<file path="config.mk">
export PLATFORM = sky130hd
export DESIGN_NAME = clk_count_monitor
export DESIGN_NICKNAME = d
export VERILOG_FILES = /design/src/rtl/clk_count_monitor.sv
export SDC_FILE = /design/constraint.sdc
export NUM_CORES = 1
export LEC_CHECK = 0
export BUFFER_PORTS_ARGS = -buffer_cell sky130_fd_sc_hd__clkbuf_2
export CORE_MARGIN = 10
export CORE_UTILIZATION = 56
export DETAILED_ROUTE_END_ITERATION = 12
export GPL_ROUTABILITY_DRIVEN = 0
export PLACE_DENSITY_LB_ADDON = 0.3
export SETUP_SLACK_MARGIN = 0.1
export SYNTH_ARGS = -nofsm -noshare
export SYNTH_HDL_FRONTEND = slang
export SYNTH_SLANG_ARGS = --single-unit
</file>
<file path="constraint.sdc">
create_clock -name clk -period 10.11 [get_ports clk]
set_input_delay 1.5165 -clock clk [delete_from_list [all_inputs] [get_ports clk]]
set_output_delay 1.5165 -clock clk [all_outputs]
set_load 0.01 [all_outputs]
</file>
<file path="src/rtl/clk_count_monitor.sv">
// Multi-channel clock monitor: reset synchroniser, heartbeat counters and windowed tick-rate measurement.
// Optional CLK_MON_THRESH_EN adds per-channel frequency-error flags against thr_lo/thr_hi.
module clk_count_monitor #(
  parameter int NUM_CH      = 2,
  parameter int C_W         = 16,
  parameter int SYNC_STAGES = 4,
  parameter int WINDOW      = 1000,
  parameter int SETTLE      = 8
) (
  input  logic                  clk,
  input  logic                  reset_int,
  input  logic                  locked,
  input  logic                  counter_reset,
  input  logic [NUM_CH-1:0]     ch_en,
  input  logic [NUM_CH-1:0]     ch_tick,
  output logic [NUM_CH-1:0]     count_msb,
  output logic                  rst_out,
  output logic [NUM_CH*C_W-1:0] meas_data,
  output logic                  meas_valid,
  input  logic                  meas_ack,
  output logic                  meas_overrun,
  output logic                  lock_lost,
  input  logic                  sticky_clr,
  input  logic [C_W-1:0]        thr_lo,
  input  logic [C_W-1:0]        thr_hi,
  output logic [NUM_CH-1:0]     freq_err
);

  typedef enum logic [1:0] {RESET_HOLD, ARM, MEASURE} state_t;

  localparam logic [7:0]  SETTLE_LAST = 8'(SETTLE - 1);
  localparam logic [15:0] WIN_LAST    = 16'(WINDOW - 1);

  logic [SYNC_STAGES-1:0] sync_q;
  logic [C_W-1:0]         hb_q    [NUM_CH];
  logic [C_W-1:0]         acc_q   [NUM_CH];
  logic [C_W-1:0]         acc_nxt [NUM_CH];
  logic [NUM_CH*C_W-1:0]  acc_flat;
  state_t                 state_q, state_d;
  logic [7:0]             settle_q;
  logic [15:0]            win_q;
  logic                   complete;

  // Lock loss or a counter restart reloads the whole chain; release shifts zeros through.
  always_ff @(posedge clk or posedge reset_int) begin
    if (reset_int)                   sync_q <= '1;
    else if (!locked || counter_reset) sync_q <= '1;
    else                             sync_q <= {sync_q[SYNC_STAGES-2:0], 1'b0};
  end

  assign rst_out = sync_q[SYNC_STAGES-1];

  always_ff @(posedge clk or posedge reset_int) begin
    if (reset_int) begin
      for (int i = 0; i < NUM_CH; i++) hb_q[i] <= '0;
    end else begin
      for (int i = 0; i < NUM_CH; i++) begin
        if (rst_out)                     hb_q[i] <= '0;
        else if (ch_en[i] && ch_tick[i]) hb_q[i] <= hb_q[i] + 1'b1;
      end
    end
  end

  always_comb begin
    count_msb = '0;
    for (int i = 0; i < NUM_CH; i++) count_msb[i] = hb_q[i][C_W-1];
  end

  always_comb begin
    state_d  = state_q;
    complete = 1'b0;
    case (state_q)
      RESET_HOLD: state_d = ARM;
      ARM:        if (settle_q == SETTLE_LAST) state_d = MEASURE;
      MEASURE:    complete = (win_q == WIN_LAST);
      default:    state_d = RESET_HOLD;
    endcase
    if (rst_out) begin
      state_d  = RESET_HOLD;
      complete = 1'b0;
    end
  end

  always_ff @(posedge clk or posedge reset_int) begin
    if (reset_int) begin
      state_q  <= RESET_HOLD;
      settle_q <= '0;
      win_q    <= '0;
    end else begin
      state_q  <= state_d;
      settle_q <= (rst_out || state_q != ARM) ? 8'd0 : settle_q + 8'd1;
      if (rst_out || state_q != MEASURE || complete) win_q <= '0;
      else                                           win_q <= win_q + 16'd1;
    end
  end

  // Next accumulator value includes the current tick, so a completion latches it too.
  always_comb begin
    acc_flat = '0;
    for (int i = 0; i < NUM_CH; i++) begin
      acc_nxt[i] = acc_q[i];
      if (ch_en[i] && ch_tick[i] && acc_q[i] != {C_W{1'b1}}) acc_nxt[i] = acc_q[i] + 1'b1;
      acc_flat[i*C_W +: C_W] = acc_nxt[i];
    end
  end

  always_ff @(posedge clk or posedge reset_int) begin
    if (reset_int) begin
      for (int i = 0; i < NUM_CH; i++) acc_q[i] <= '0;
    end else begin
      for (int i = 0; i < NUM_CH; i++) begin
        if (rst_out || state_q != MEASURE || complete) acc_q[i] <= '0;
        else                                           acc_q[i] <= acc_nxt[i];
      end
    end
  end

  always_ff @(posedge clk or posedge reset_int) begin
    if (reset_int) begin
      meas_data    <= '0;
      meas_valid   <= 1'b0;
      meas_overrun <= 1'b0;
      lock_lost    <= 1'b0;
    end else begin
      if (complete) begin
        meas_data  <= acc_flat;
        meas_valid <= 1'b1;
      end else if (meas_ack) begin
        meas_valid <= 1'b0;
      end
      // Set beats clear when both land on the same edge.
      if (complete && meas_valid && !meas_ack) meas_overrun <= 1'b1;
      else if (sticky_clr)                     meas_overrun <= 1'b0;
      if (state_q == MEASURE && !locked)       lock_lost <= 1'b1;
      else if (sticky_clr)                     lock_lost <= 1'b0;
    end
  end

`ifdef CLK_MON_THRESH_EN
  always_ff @(posedge clk or posedge reset_int) begin
    if (reset_int) begin
      freq_err <= '0;
    end else if (complete) begin
      for (int i = 0; i < NUM_CH; i++)
        freq_err[i] <= (acc_nxt[i] < thr_lo) || (acc_nxt[i] > thr_hi);
    end
  end
`else
  logic unused_thr;
  assign unused_thr = ^{thr_lo, thr_hi};
  assign freq_err   = '0;
`endif

endmodule

</file>
Word level (Yosys, flattened, before mapping)

Index checks and enable logic that the tools add are counted.

Flip-flop bits (word level): 129
Bits of input ports: 42

Add/subtract/negate cells: 6
Equality and inequality tests: 10
Muxes and demuxes: 21
Reductions and logical operators: 20

Operator list:

| operator              | number |
|---|---|
| $mux 16               | 9 |
| $add 16x1->16 const B | 5 |
| $ne 16x16->1 const B  | 2 |
| $eq 16x10->1 const B  | 1 |
| $reduce_bool 2->1     | 5 |
| $add 8x1->8 const B   | 1 |
| $eq 8x3->1 const B    | 1 |
| $mux 8                | 1 |
| $logic_and 1x1->1     | 7 |
| $mux 1                | 7 |
| $pmux 2 s3            | 1 |
| $logic_or 1x1->1      | 4 |
| $mux 2                | 2 |
| $mux 4                | 1 |
| $ne 2x2->1 const B    | 2 |
| $ne 3x3->1 const B    | 1 |
| $eq 2x1->1 const B    | 1 |
| $eq 2x2->1 const B    | 1 |
| $logic_not 1->1       | 2 |
| $logic_not 2->1       | 1 |
| $ne 2x1->1 const B    | 1 |
| $reduce_and 2->1      | 1 |

Logic depth before layout (Yosys ltp)

Depth in word-level cells: 6
Gate-level depth with buffers: 7

Worst setup path after synthesis

OpenSTA, ideal clock, no wires.

Kind: input -> register
Start point: input ch_en[0]
End point: register hb_q[30] (netlist name)
Data arrival time: 2821 ps
Path slack: 7157 ps
Stages on the path: 5
Path buffers: 0
Cell sequence: nand4_1 > or2_2 > or4b_2 > xor2_1 > nor2_1

Cells in the longest elaborated chain, start to end: 2

RTL lines:

| element                            | RTL line | text |
|---|---|---|
| start, declared                    | 14       | `input logic [NUM_CH-1:0] ch_en,` |
| $logic_and 1x1->1                  | 59       | `else if (ch_en[i] && ch_tick[i]) hb_q[i] <= hb_q[i] + 1'b1;` |
| $reduce_bool 2->1 (no source line) | n/a      |  |
| end signal, assigned by index      | 59       |  |
| end, declared                      | 35       | `logic [C_W-1:0] hb_q [NUM_CH];` |

Every way passes these cells.
A chain may end at the register's enable or synchronous reset.

Worst setup path after layout

Start point: register sync_q[3]
End point: output rst_out

RTL lines:

| element                | RTL line | text |
|---|---|---|
| start, declared        | 34       | `logic [SYNC_STAGES-1:0] sync_q;` |
| start signal, assigned | 48       | `else sync_q <= {sync_q[SYNC_STAGES-2:0], 1'b0};` |
| end, declared          | 17       | `output logic rst_out,` |

No word-level cell between the ends.

==> flow_summary.ini <==
[floorplanning]
fp-row-count = 37
die-width_um = 123
initial_core_util_pct = 57.5
die_area_um2 = 15100
die_h_um = 123
io_pins = 82
core_um2 = 10300

[sta]
finClkSkew_ns = 0.0159
setup_slack_ns = 6.83
fin_crit_sh_pct = 32.4
rsz0062_at_grt = false
setup_viol = 0
fin_tns_setup_ns = 0
hold_viol = 0
worst_pin_slew_ns = 1.04
slew_viol_final = 0
layout_min_cycle_time_ns = 3.28
slew_headroom_pct = 30.7
fmax_ghz = 0.305

[power]
power.leakage_nw = 2.93
ir_worst_vdd_v = 0.0000994
power.density_nw_per_um2 = 166
finalPower_mw = 1.12

[yosys]
synth-simple-area-share_pct = 24.8
synthMuxAreaShare_pct = 1.36
synth_top_area_share_pct = 53.0
synth_warnings = 0
async_flop_share_pct = 100
synth_area_leaders = dfrtp_1 (53%), nor2_1 (6.2%), xor2_1 (5.2%)
netlist_area_um2 = 5900
synth_top_area_cell = dfrtp_1
syn-instance-count = 605
synthFlopType = dfrtp_1
avgSynthCellArea_um2 = 9.76
synth_edf_count = 0
synth.distinct_cells = 45
synth_xor_area_share_pct = 8.46
yosys.area_share.adder_pct = 1.27
synth_top_family_by_area = simple AND/OR/NAND/NOR gates
seq_area_frac_synth_pct = 54.8
synth_compound_area_share_pct = 6.80
synth_seq_cells = 129

[critical_path]
cp_num_buf_inv = 1
critPathMaxFanout = 38
critPathSlowestCell = dfstp_2
critical_path_class = flip-flop to output pin
slowest_delay_ns = 0.98
arrival_ns = 1.76
required_ns = 8.59
path_delay_family = flip-flops
rr_startpoint = win_q[13]
path_cells = clkbuf_2
worstSetupStartpoint = sync_q[3]
start_kind = flip-flop
cp-end-kind = output pin

[worst_hold_path]
min-delay-start = settle_q[0]
worstHoldPathType = flip-flop to flip-flop

[cells_and_area]
drive_above_1_share_pct = 13.6
fin_util_pct = 66.0
area_growth_pct = 14.9
diodes = 0
final_nets = 699

[run_status]
status = complete, no violations

[clock_network]
cts_made_buffers = 17
cts_root_buf = clkbuf_8
cts_tree = done
cts_sinks = 129
cts_setup_buffers = 0
postCtsHoldBufs = 0
h-tree-depth = 4
insertion_delay_ns = 0.54
clk_pin_slew_ns = 0.06
cts_buffer_depth = 2
cts_resized = 0

[grt]
gr-max-usage-layer = met2
gr-total-overflow = 0
grt_max_degree = 84
grt_pass1_wl_mm = 20.9
use_met2_pct = 27.0
met1_usage_pct = 21.9
grt_pass1_vias = 4438
use_met3_pct = 5.42
gr-usage-all-layers_pct = 17.3
antenna_found_initial = 0

[detailed_routing]
drt_iter0_markers = 348
wl_per_cell_um = 15.4
via_per_inst = 5.69
antenna_left = 0
drc = 0
wirelength_mm = 12.3
first_pass_iters = 5
num_vias = 4535

[placement]
portBuffers = 47
dpl.hpwl_mm = 8.44
pre_cts_slack_ns = 6.91

[flow_run]
maxCapViolCount = 0
## through the flow
step	cells	cell area (um2)	hold slack, ns
final	797	6780	0.459
after global routing	797	6780	0.474
after CTS	797	6780	0.461
after detailed placement	768	6220	0.453
after global placement	768	6220	0.440
after floorplan	606	5910	0.425
## metal layers
layer,vias up,routed length [um]
li1,2173,-
met1,2213,5430
met2,123,5910
met3,26,704
met4,0,227
met5,-,0
## kinds of logic after synthesis
logic type / after synthesis
AO/OA/AOI/OAI: 71
other: 1
adder cells (fa/ha/maj): 6
XOR/XNOR: 57
buffers and inverters: 32
AND/OR/NAND/NOR: 301
flip-flops: 129
multiplexers: 8
## placed cells by master, fill, tap and decap left out, types with 6 or more instances in the layout
cell type / count
nor3_1: 11
nor2_1: 97
nand2_1: 78
or4_1: 6
xnor2_1: 22
xor2_1: 35
and3_1: 12
a21oi_1: 12
clkbuf_2: 47
ha_1: 6
mux2i_1: 8
dfrtp_1: 125
inv_1: 8
nand2b_1: 6
o21ai_0: 43
nand3_1: 28
and4_1: 12
nand4_1: 23
clkbuf_16: 16
## path summary, 6_finish.rpt
path	end	slack (ns)	cells past startpoint
hold / removal	settle_q[0]	0.46	1
min in group asynchronous	hb_q[25]	1.03	2
setup / recovery	rst_out	6.83	1
setup reg to reg	acc_q[29]	7.14	5
hold reg to reg	settle_q[0]	0.46	1
max in group asynchronous	win_q[12]	7.64	3
## sequential cells by signal, summed over array words and instances, names as in the netlist, 2 cells and up
name / count
hb_q: 30
settle_q: 8
win_q: 16
acc_q: 32
sync_q: 4
meas_data: 32
state_q: 2
count_msb: 2
## where the power goes
group / total (mW) / switching, mW / internal (mW)
clock: 0.590 / 0.206 / 0.383
combinational: 0.0168 / 0.0137 / 0.00312
sequential: 0.518 / 0.000228 / 0.518
total: 1.12 / 0.220 / 0.904
## final cells by class
cell class	instances	area, um2
clock buffer	23	457
tap	136	170
fill	840	3490
clock inverter	6	108
inverter	9	36.3
timing repair buffer	49	250
multi-input combinational	445	2530
sequential	129	3230
## synth_stat cells (9+ instances only)
| library cell | number |
|---|---|
| inv_1 | 9 |
| clkbuf_1 | 13 |
| and4_1 | 12 |
| a21oi_1 | 12 |
| nand4_1 | 23 |
| xor2_1 | 35 |
| nand3_1 | 28 |
| xnor2_1 | 22 |
| nor3_1 | 11 |
| nor2_1 | 97 |
| and3_1 | 12 |
| nand2_1 | 78 |
| o21ai_0 | 43 |
| dfrtp_1 | 125 |
No activity file was read; power rests on OpenSTA's default activity.
